**config.mk**
```make
export PLATFORM = sky130hd
export DESIGN_NAME = vlc_tree_decoder
export DESIGN_NICKNAME = d
export VERILOG_FILES = /design/src/rtl/vlc_tree_decoder.sv
export SDC_FILE = /design/constraint.sdc
export NUM_CORES = 1
export LEC_CHECK = 0
export ABC_AREA = 1
export CORE_MARGIN = 4
export CORE_UTILIZATION = 40
export CTS_BUF_LIST = sky130_fd_sc_hd__clkbuf_4 sky130_fd_sc_hd__clkbuf_8
export DETAILED_ROUTE_END_ITERATION = 10
export PLACE_DENSITY = 0.75
export SYNTH_ARGS = -nofsm -noshare
export SYNTH_HDL_FRONTEND = slang
export SYNTH_SLANG_ARGS = --single-unit
```
**constraint.sdc**
```tcl
create_clock -name clock -period 1.6 [get_ports clock]
set_input_delay 0.16 -clock clock [delete_from_list [all_inputs] [get_ports clock]]
set_output_delay 0.16 -clock clock [all_outputs]
set_load 0.02 [all_outputs]
```
**src/rtl/vlc_tree_decoder.sv**
```systemverilog
`default_nettype none
// ============================================================================
// Module   : vlc_tree_decoder
// Brief    : Bit-serial binary code-tree walker over a synchronous table ROM.
// Revision : 1.0 - initial release
// ============================================================================
module vlc_tree_decoder #(
  parameter int SYMBOL_W   = 5,
  parameter int PTR_W      = 8,
  parameter int ROM_ADDR_W = 10,
  parameter int NUM_TABLES = 4,
  parameter int SEL_W      = 2,
  parameter int MAX_LEN    = 16,
  parameter int LEN_W      = 5,
  parameter logic [NUM_TABLES*ROM_ADDR_W-1:0] TABLE_BASE =
    {10'd192, 10'd128, 10'd64, 10'd0}
) (
  input  logic                      clock,
  input  logic                      resetn,
  input  logic                      start_i,
  input  logic [SEL_W-1:0]          table_sel_i,
  input  logic                      bit_i,
  input  logic                      bit_valid_i,
  output logic                      bit_ready_o,
  output logic                      rom_en_o,
  output logic [ROM_ADDR_W-1:0]     rom_addr_o,
  input  logic [2*(PTR_W+1)-1:0]    rom_data_i,
  output logic                      sym_valid_o,
  input  logic                      sym_ready_i,
  output logic [SYMBOL_W-1:0]       sym_o,
  output logic [LEN_W-1:0]          sym_len_o,
  output logic                      err_o
);

  localparam int c_NODE_W = PTR_W + 1;
  localparam int c_SUM_W  = (PTR_W > ROM_ADDR_W) ? PTR_W : ROM_ADDR_W;
  localparam logic [LEN_W-1:0] c_MAX_LEN = LEN_W'(MAX_LEN);
  localparam logic [PTR_W-1:0] c_INVALID = '1;

  typedef enum logic [1:0] {
    S_IDLE = 2'd0,
    S_WALK = 2'd1,
    S_DONE = 2'd2,
    S_ERR  = 2'd3
  } state_t;

  state_t                r_state;
  state_t                w_state_next;
  logic [ROM_ADDR_W-1:0] r_base;
  logic [LEN_W-1:0]      r_len;
  logic [SYMBOL_W-1:0]   r_sym;
  logic [LEN_W-1:0]      r_sym_len;
  logic                  r_err;

  logic [ROM_ADDR_W-1:0] w_sel_base;
  logic [ROM_ADDR_W-1:0] w_node_addr;
  logic [c_SUM_W-1:0]    w_sum;
  logic [c_NODE_W-1:0]   w_node;
  logic                  w_leaf;
  logic [PTR_W-1:0]      w_payload;
  logic [LEN_W-1:0]      w_len_inc;
  logic                  w_consume;
  logic                  w_leaf_hit;
  logic                  w_err_hit;
  logic                  w_advance;
  logic                  w_holding;
  logic                  w_accept;

  // Unselected or out-of-range table indices fall back to address 0.
  always_comb begin
    w_sel_base = '0;
    for (int k = 0; k < NUM_TABLES; k++) begin
      if (table_sel_i == SEL_W'(k)) begin
        w_sel_base = TABLE_BASE[k*ROM_ADDR_W +: ROM_ADDR_W];
      end
    end
  end

  assign w_node    = bit_i ? rom_data_i[2*c_NODE_W-1:c_NODE_W]
                           : rom_data_i[c_NODE_W-1:0];
  assign w_leaf    = w_node[PTR_W];
  assign w_payload = w_node[PTR_W-1:0];
  assign w_len_inc = r_len + LEN_W'(1);

  // Child pointers are table-relative; the sum wraps silently in ROM space.
  assign w_sum       = c_SUM_W'(r_base) + c_SUM_W'(w_payload);
  assign w_node_addr = w_sum[ROM_ADDR_W-1:0];

  assign w_holding = (r_state == S_DONE) || (r_state == S_ERR);
  assign w_accept  = w_holding && sym_ready_i;

  always_comb begin
    w_state_next = r_state;
    w_consume    = 1'b0;
    w_leaf_hit   = 1'b0;
    w_err_hit    = 1'b0;
    w_advance    = 1'b0;
    if (start_i) begin
      w_state_next = S_WALK;
    end else begin
      case (r_state)
        S_IDLE: w_state_next = S_IDLE;
        S_WALK: begin
          if (bit_valid_i) begin
            w_consume = 1'b1;
            if (w_leaf) begin
              w_leaf_hit   = 1'b1;
              w_state_next = S_DONE;
            end else if ((w_payload == c_INVALID) || (w_len_inc == c_MAX_LEN)) begin
              w_err_hit    = 1'b1;
              w_state_next = S_ERR;
            end else begin
              w_advance    = 1'b1;
            end
          end
        end
        S_DONE, S_ERR: begin
          if (sym_ready_i) begin
            w_state_next = S_IDLE;
          end
        end
        default: w_state_next = S_IDLE;
      endcase
    end
  end

  // A start cycle never shifts a bit: the walk it replaces is abandoned.
  assign bit_ready_o = resetn && (r_state == S_WALK) && !start_i;
  assign rom_en_o    = resetn && (start_i || w_advance);
  assign rom_addr_o  = start_i ? w_sel_base : w_node_addr;
  assign sym_valid_o = w_holding;
  assign sym_o       = r_sym;
  assign sym_len_o   = r_sym_len;
  assign err_o       = r_err;

  always_ff @(posedge clock) begin
    if (!resetn) begin
      r_state   <= S_IDLE;
      r_base    <= '0;
      r_len     <= '0;
      r_sym     <= '0;
      r_sym_len <= '0;
      r_err     <= 1'b0;
    end else begin
      r_state <= w_state_next;
      if (start_i) begin
        r_base <= w_sel_base;
        r_len  <= '0;
        r_err  <= 1'b0;
      end else begin
        if (w_consume) begin
          r_len <= w_len_inc;
        end
        if (w_leaf_hit) begin
          r_sym     <= w_payload[SYMBOL_W-1:0];
          r_sym_len <= w_len_inc;
          r_err     <= 1'b0;
        end else if (w_err_hit) begin
          r_sym     <= '0;
          r_sym_len <= w_len_inc;
          r_err     <= 1'b1;
        end else if (w_accept) begin
          r_err     <= 1'b0;
        end
      end
    end
  end

endmodule
`default_nettype wire

```
## Word-level counts from Yosys, hierarchy flattened

Cells that the tools add are included.
W data, S select, Z words.

- Bits in registers: 28
- Bits in latches: 0
- RAM bits: 0
- Bits in read-only memories: 0
- Output and inout bits: 24
- Logic and storage cells: 76
- Memories: 0

- Add/subtract/negate cells: 2
- Multiply operators: 0
- Div/mod/pow operators: 0
- Order comparisons: 0
- Eq/ne operators: 14
- Shifts and indexed selects: 0
- Muxes and demuxes: 34
- Bitwise logic cells: 2
- Reduce and logical (&&, ||, !) cells: 17

Operators with widths:

| operator | number |
|---|---|
| $mux W10 | 3 |
| $mux W1 | 20 |
| $mux W5 | 4 |
| $add A10 B8 Y10 | 1 |
| $mux W9 | 1 |
| $ne A3 B3 Y1 const B | 3 |
| $eq A2 B2 Y1 const B | 4 |
| $eq A8 B8 Y1 const B | 1 |
| $mux W2 | 4 |
| $mux W7 | 1 |
| $pmux W2 S3 | 1 |
| $reduce_and A3 Y1 | 2 |
| $add A5 B1 Y5 const B | 1 |
| $eq A5 B5 Y1 const B | 1 |
| $eq A2 B1 Y1 const B | 2 |
| $logic_and A1 B1 Y1 | 4 |
| $ne A2 B2 Y1 const B | 2 |
| $ne A4 B4 Y1 const B | 1 |
| $reduce_bool A2 Y1 | 2 |
| $reduce_or A2 Y1 | 2 |
| $logic_or A1 B1 Y1 | 3 |
| $reduce_or A3 Y1 | 1 |
| $logic_not A2 Y1 | 1 |
| $not A1 Y1 | 2 |
| 2 further kinds | 2 |

## Depth between registers and ports, before layout

- Depth after elaboration: 10
- Mapped depth: 13

## Worst setup path after synthesis

Ideal clock, no wire load.

- Path kind: in2out
- Start point: in bit_i
- End point: out rom_addr_o[7]
- Arrival time: 1.536 ns
- Data required time: 1.440 ns
- Path slack: -0.096 ns
- Stages: 8
- Path through: buf_6 inv_8 nand2_1 nand2_1 ha_1 inv_1 fa_1 o21ai_0

- Longest elaborated chain between the ends: 3

Ends and longest elaborated chain:

| what | line | RTL |
|---|---|---|
| start: declaration | 22 | `input logic bit_i,` |
| $mux W9 | 79 | `assign w_node = bit_i ? rom_data_i[2*c_NODE_W-1:c_NODE_W]` |
| $add A10 B8 Y10 | 86 | `assign w_sum = c_SUM_W'(r_base) + c_SUM_W'(w_payload);` |
| $mux W10 | 130 | `assign rom_addr_o = start_i ? w_sel_base : w_node_addr;` |
| end: declaration | 26 | `output logic [ROM_ADDR_W-1:0] rom_addr_o,` |

Every way passes these cells.

## Worst setup path after layout

- Start point: reg r_len[0]
- End point: out rom_en_o

- Longest elaborated chain between the ends: 10

Ends and longest elaborated chain:

| what | line | RTL |
|---|---|---|
| start: declaration | 50 | `logic [LEN_W-1:0] r_len;` |
| start signal: assignment | 152 | `r_len <= w_len_inc;` |
| $add A5 B1 Y5 | 83 | `assign w_len_inc = r_len + LEN_W'(1);` |
| $eq A5 B5 Y1 | 109 | `end else if ((w_payload == c_INVALID) \|\| (w_len_inc == c_MAX_LEN)) begin` |
| $logic_or A1 B1 Y1 | 109 |  |
| $mux W1 | 109 |  |
| $mux W1 | 106 | `if (w_leaf) begin` |
| $mux W1 | 104 | `if (bit_valid_i) begin` |
| $mux W1 | 101 | `case (r_state)` |
| $mux W1 | 98 | `if (start_i) begin` |
| $logic_or A1 B1 Y1 | 129 | `assign rom_en_o = resetn && (start_i \|\| w_advance);` |
| $logic_and A1 B1 Y1 | 129 |  |
| end: declaration | 25 | `output logic rom_en_o,` |

Every way passes these cells.

==> run summary <==
crit path time final - 1.78 ns
Synth area leaders - dfxtp_1, nand2_1, a21oi_1
multiplexer share of the synthesized area - 0
status - finished, violations left
CTS tree - built
proportion of layout cells with a drive suffix above 1 - 0.357
most frequent cells in the layout - nand2_1, buf_4, clkdlybuf4s50_1
Synth cell types - 24
Max-Cap Viols - 0
clock tree buffer depth - 2
Critical Path RT - 1.44 ns
post-synthesis compound-gate area fraction - 0.132
initial core utilization - 0.428
antenna viol nets, final - 0
reg-to-reg slack, setup - -0.09 ns
GR Util met2 - 0.360
RePlAce Congestion - 0.834
static leakage - 1.02 nW
global route hottest layer - met2
DRC viols - 0
clock transition at the registers of the reported paths - 0.12 ns
met3 Track Usage GR - 0.0755
vias in the first global route - 1531
Total GRT Usage - 0.193
met1 GRT Util - 0.184
Syn Area/Cell - 6.39 um2
Worst Setup Slack, final - -0.180 ns
Util after Layout - 0.784
Crit path arrival time - 1.62 ns
Synth Area in Adders - 0.0479
Final Max Slew Viols - 0
placed insts - 302
power density over the cells - 530 nW/um2
ant diodes - 0
Synth-to-Final Area Change - 83.0%
period utilization - 1.11
area of the mapped netlist - 1200 um2
initial drt markers - 41
largest net degree at the start of global routing - 15
CTS H-tree lvls - 1
I/O Pins - 50
CP Max Fanout - 5
Fill cells - 226
crit start category - register
pre-CTS setup slack - -0.913 ns
hpwl dp - 2.71 mm
critical path endpoint category - primary output
Sink Count - 20
Hold Vio Cnt, Final - 0
non-filler instance count after layout - 314
flop and latch count out of synthesis - 20
largest family of logic cells by synthesized area - simple AND/OR/NAND/NOR gates
die area - 3940 um2
sequential element share of the synthesized area - 0.333
total gr overflow - 0
# rows - 19
antenna violations before repair - 0
DIE HEIGHT - 62.8 um
Worst Hold Margin - 0.473 ns
fin nets - 314
Yosys top cell by area - dfxtp_1
Die X-Extent - 62.8 um
Achievable Freq - 562 MHz
Syn Nets - 218
Vias - 1466
Simple-Gate Fraction of Synth Area - 0.365
CTS Root Cell - clkbuf_4
kind of critical path - register to primary output
Synth Area in XOR/XNOR - 0
drt pass-1 iters - 4
post-synth top area share - 0.333
VDD IR max - 0.319 mV
first-pass GRT wire length - 6.12 mm
Cells after Synth - 188
design area - 2200 um2
Fin Clk Skew - 0.00961 ns
RSZ-0062 raised after global routing - yes
failing checks - setup timing
Post-CTS Hold Buffers - 0
Ys Warns - 0
number of I/O port buffers - 48
final wirelength - 3.60 mm
most common cell after layout, fill and taps aside - nand2_1
later-pin clock latency in the skew report - 0.31 ns
area post-placement - 1990 um2
Core Footprint - 2810 um2
CTS buffer count - 3
DR WL/cell - 11.5 um
vias per inst - 4.67
final setup violation count - 4
min-delay worst type - register to register
==> synthesized netlist by cell type <==
master and count:
ha_1 3, inv_2 3, nand2_4 1, dfxtp_1 20, clkbuf_1 2, nand3_4 1, nor2_1 19, conb_1 1
a21oi_1 21, fa_1 1, buf_4 1, inv_1 21, a22oi_1 1, clkinv_1 1, nor2_4 1, nand4_1 2
o22ai_1 1, buf_6 2, nand2_1 65, o21ai_0 8, nor2_2 2, nand2_2 6, nand3_1 4, inv_8 1
==> state kept, by name, indices dropped and copies added (netlist names) <==
| register | flops |
|---|---|
| r_len | 5 |
| sym_len_o | 5 |
| sym_o | 5 |
| r_base | 2 |
| r_state | 2 |
| err_o | 1 |
==> cells by family (layout without fill, tap and decap cells) <==
logic type,Yosys count,count (layout)
AND/OR/NAND/NOR,101,101
AO/OA/AOI/OAI,31,31
buffers and inverters,31,126
flip-flops,20,20
adder cells (fa/ha/maj),4,4
other,1,1
==> worst paths after layout <==
check	from	end	cells after the start
worst min register to register	sym_o[3]	sym_o[3]	2
worst min-delay path	sym_o[3]	sym_o[3]	2
worst max register to register	r_len[0]	r_len[2]	11
worst max-delay path	r_len[0]	rom_en_o	10
==> where the power goes <==
part           leakage, nW  total, mW  switching (mW)  internal (mW)
logic                0.838      0.348           0.163          0.185
registers            0.164      0.518         0.00767          0.510
clock network       0.0210      0.299           0.160          0.139
total                 1.02       1.16           0.330          0.834
==> timing repair <==
item / in CTS / in global routing
hold endpoints to repair: 0 / 0
setup buffers: 10 / 2
resized for setup: 55 / 21
pin swaps: 16 / 8
setup endpoints to repair: 21 / 17
==> critical path: stages (launching register included) <==
cell and delay (ns):
dfxtp_2 0.36, buf_6 0.12, ha_1 0.20, inv_2 0.08
nor2_4 0.05, nand3_4 0.09, nand3_4 0.07, inv_2 0.06
nand2_2 0.04, a21oi_2 0.12, buf_6 0.13
==> area by class of cell <==
cell class                      instances  area, um2  area share
Tap cell                               31       38.8      0.0176
Multi-Input combinational cell        137        768       0.349
Timing Repair Buffer                   96        845       0.384
Clock buffer                            4       36.3      0.0165
Sequential cell                        20        405       0.184
Inverter                               26        105      0.0478
==> routing by layer <==
layer	up-vias	routed length (um)	share of wire
li1	770	-	-
met1	638	1340	0.37
met5	-	0	0
met2	54	1880	0.52
met4	0	59	0.016
met3	4	320	0.089
==> through the flow <==
| stage | total power, mW | TNS (ns) |
|---|---|---|
| 5_1_grt | 1.23 | -0.939 |
| 4_1_cts | 1.16 | -0.325 |
| 6_report | 1.16 | -0.443 |
| 3_3_place_gp | 0.860 | -10.47 |
| 3_5_place_dp | 0.863 | -10.95 |
| 2_1_floorplan | 0.671 | 0 |
No activity file was read; power rests on OpenSTA's default activity.
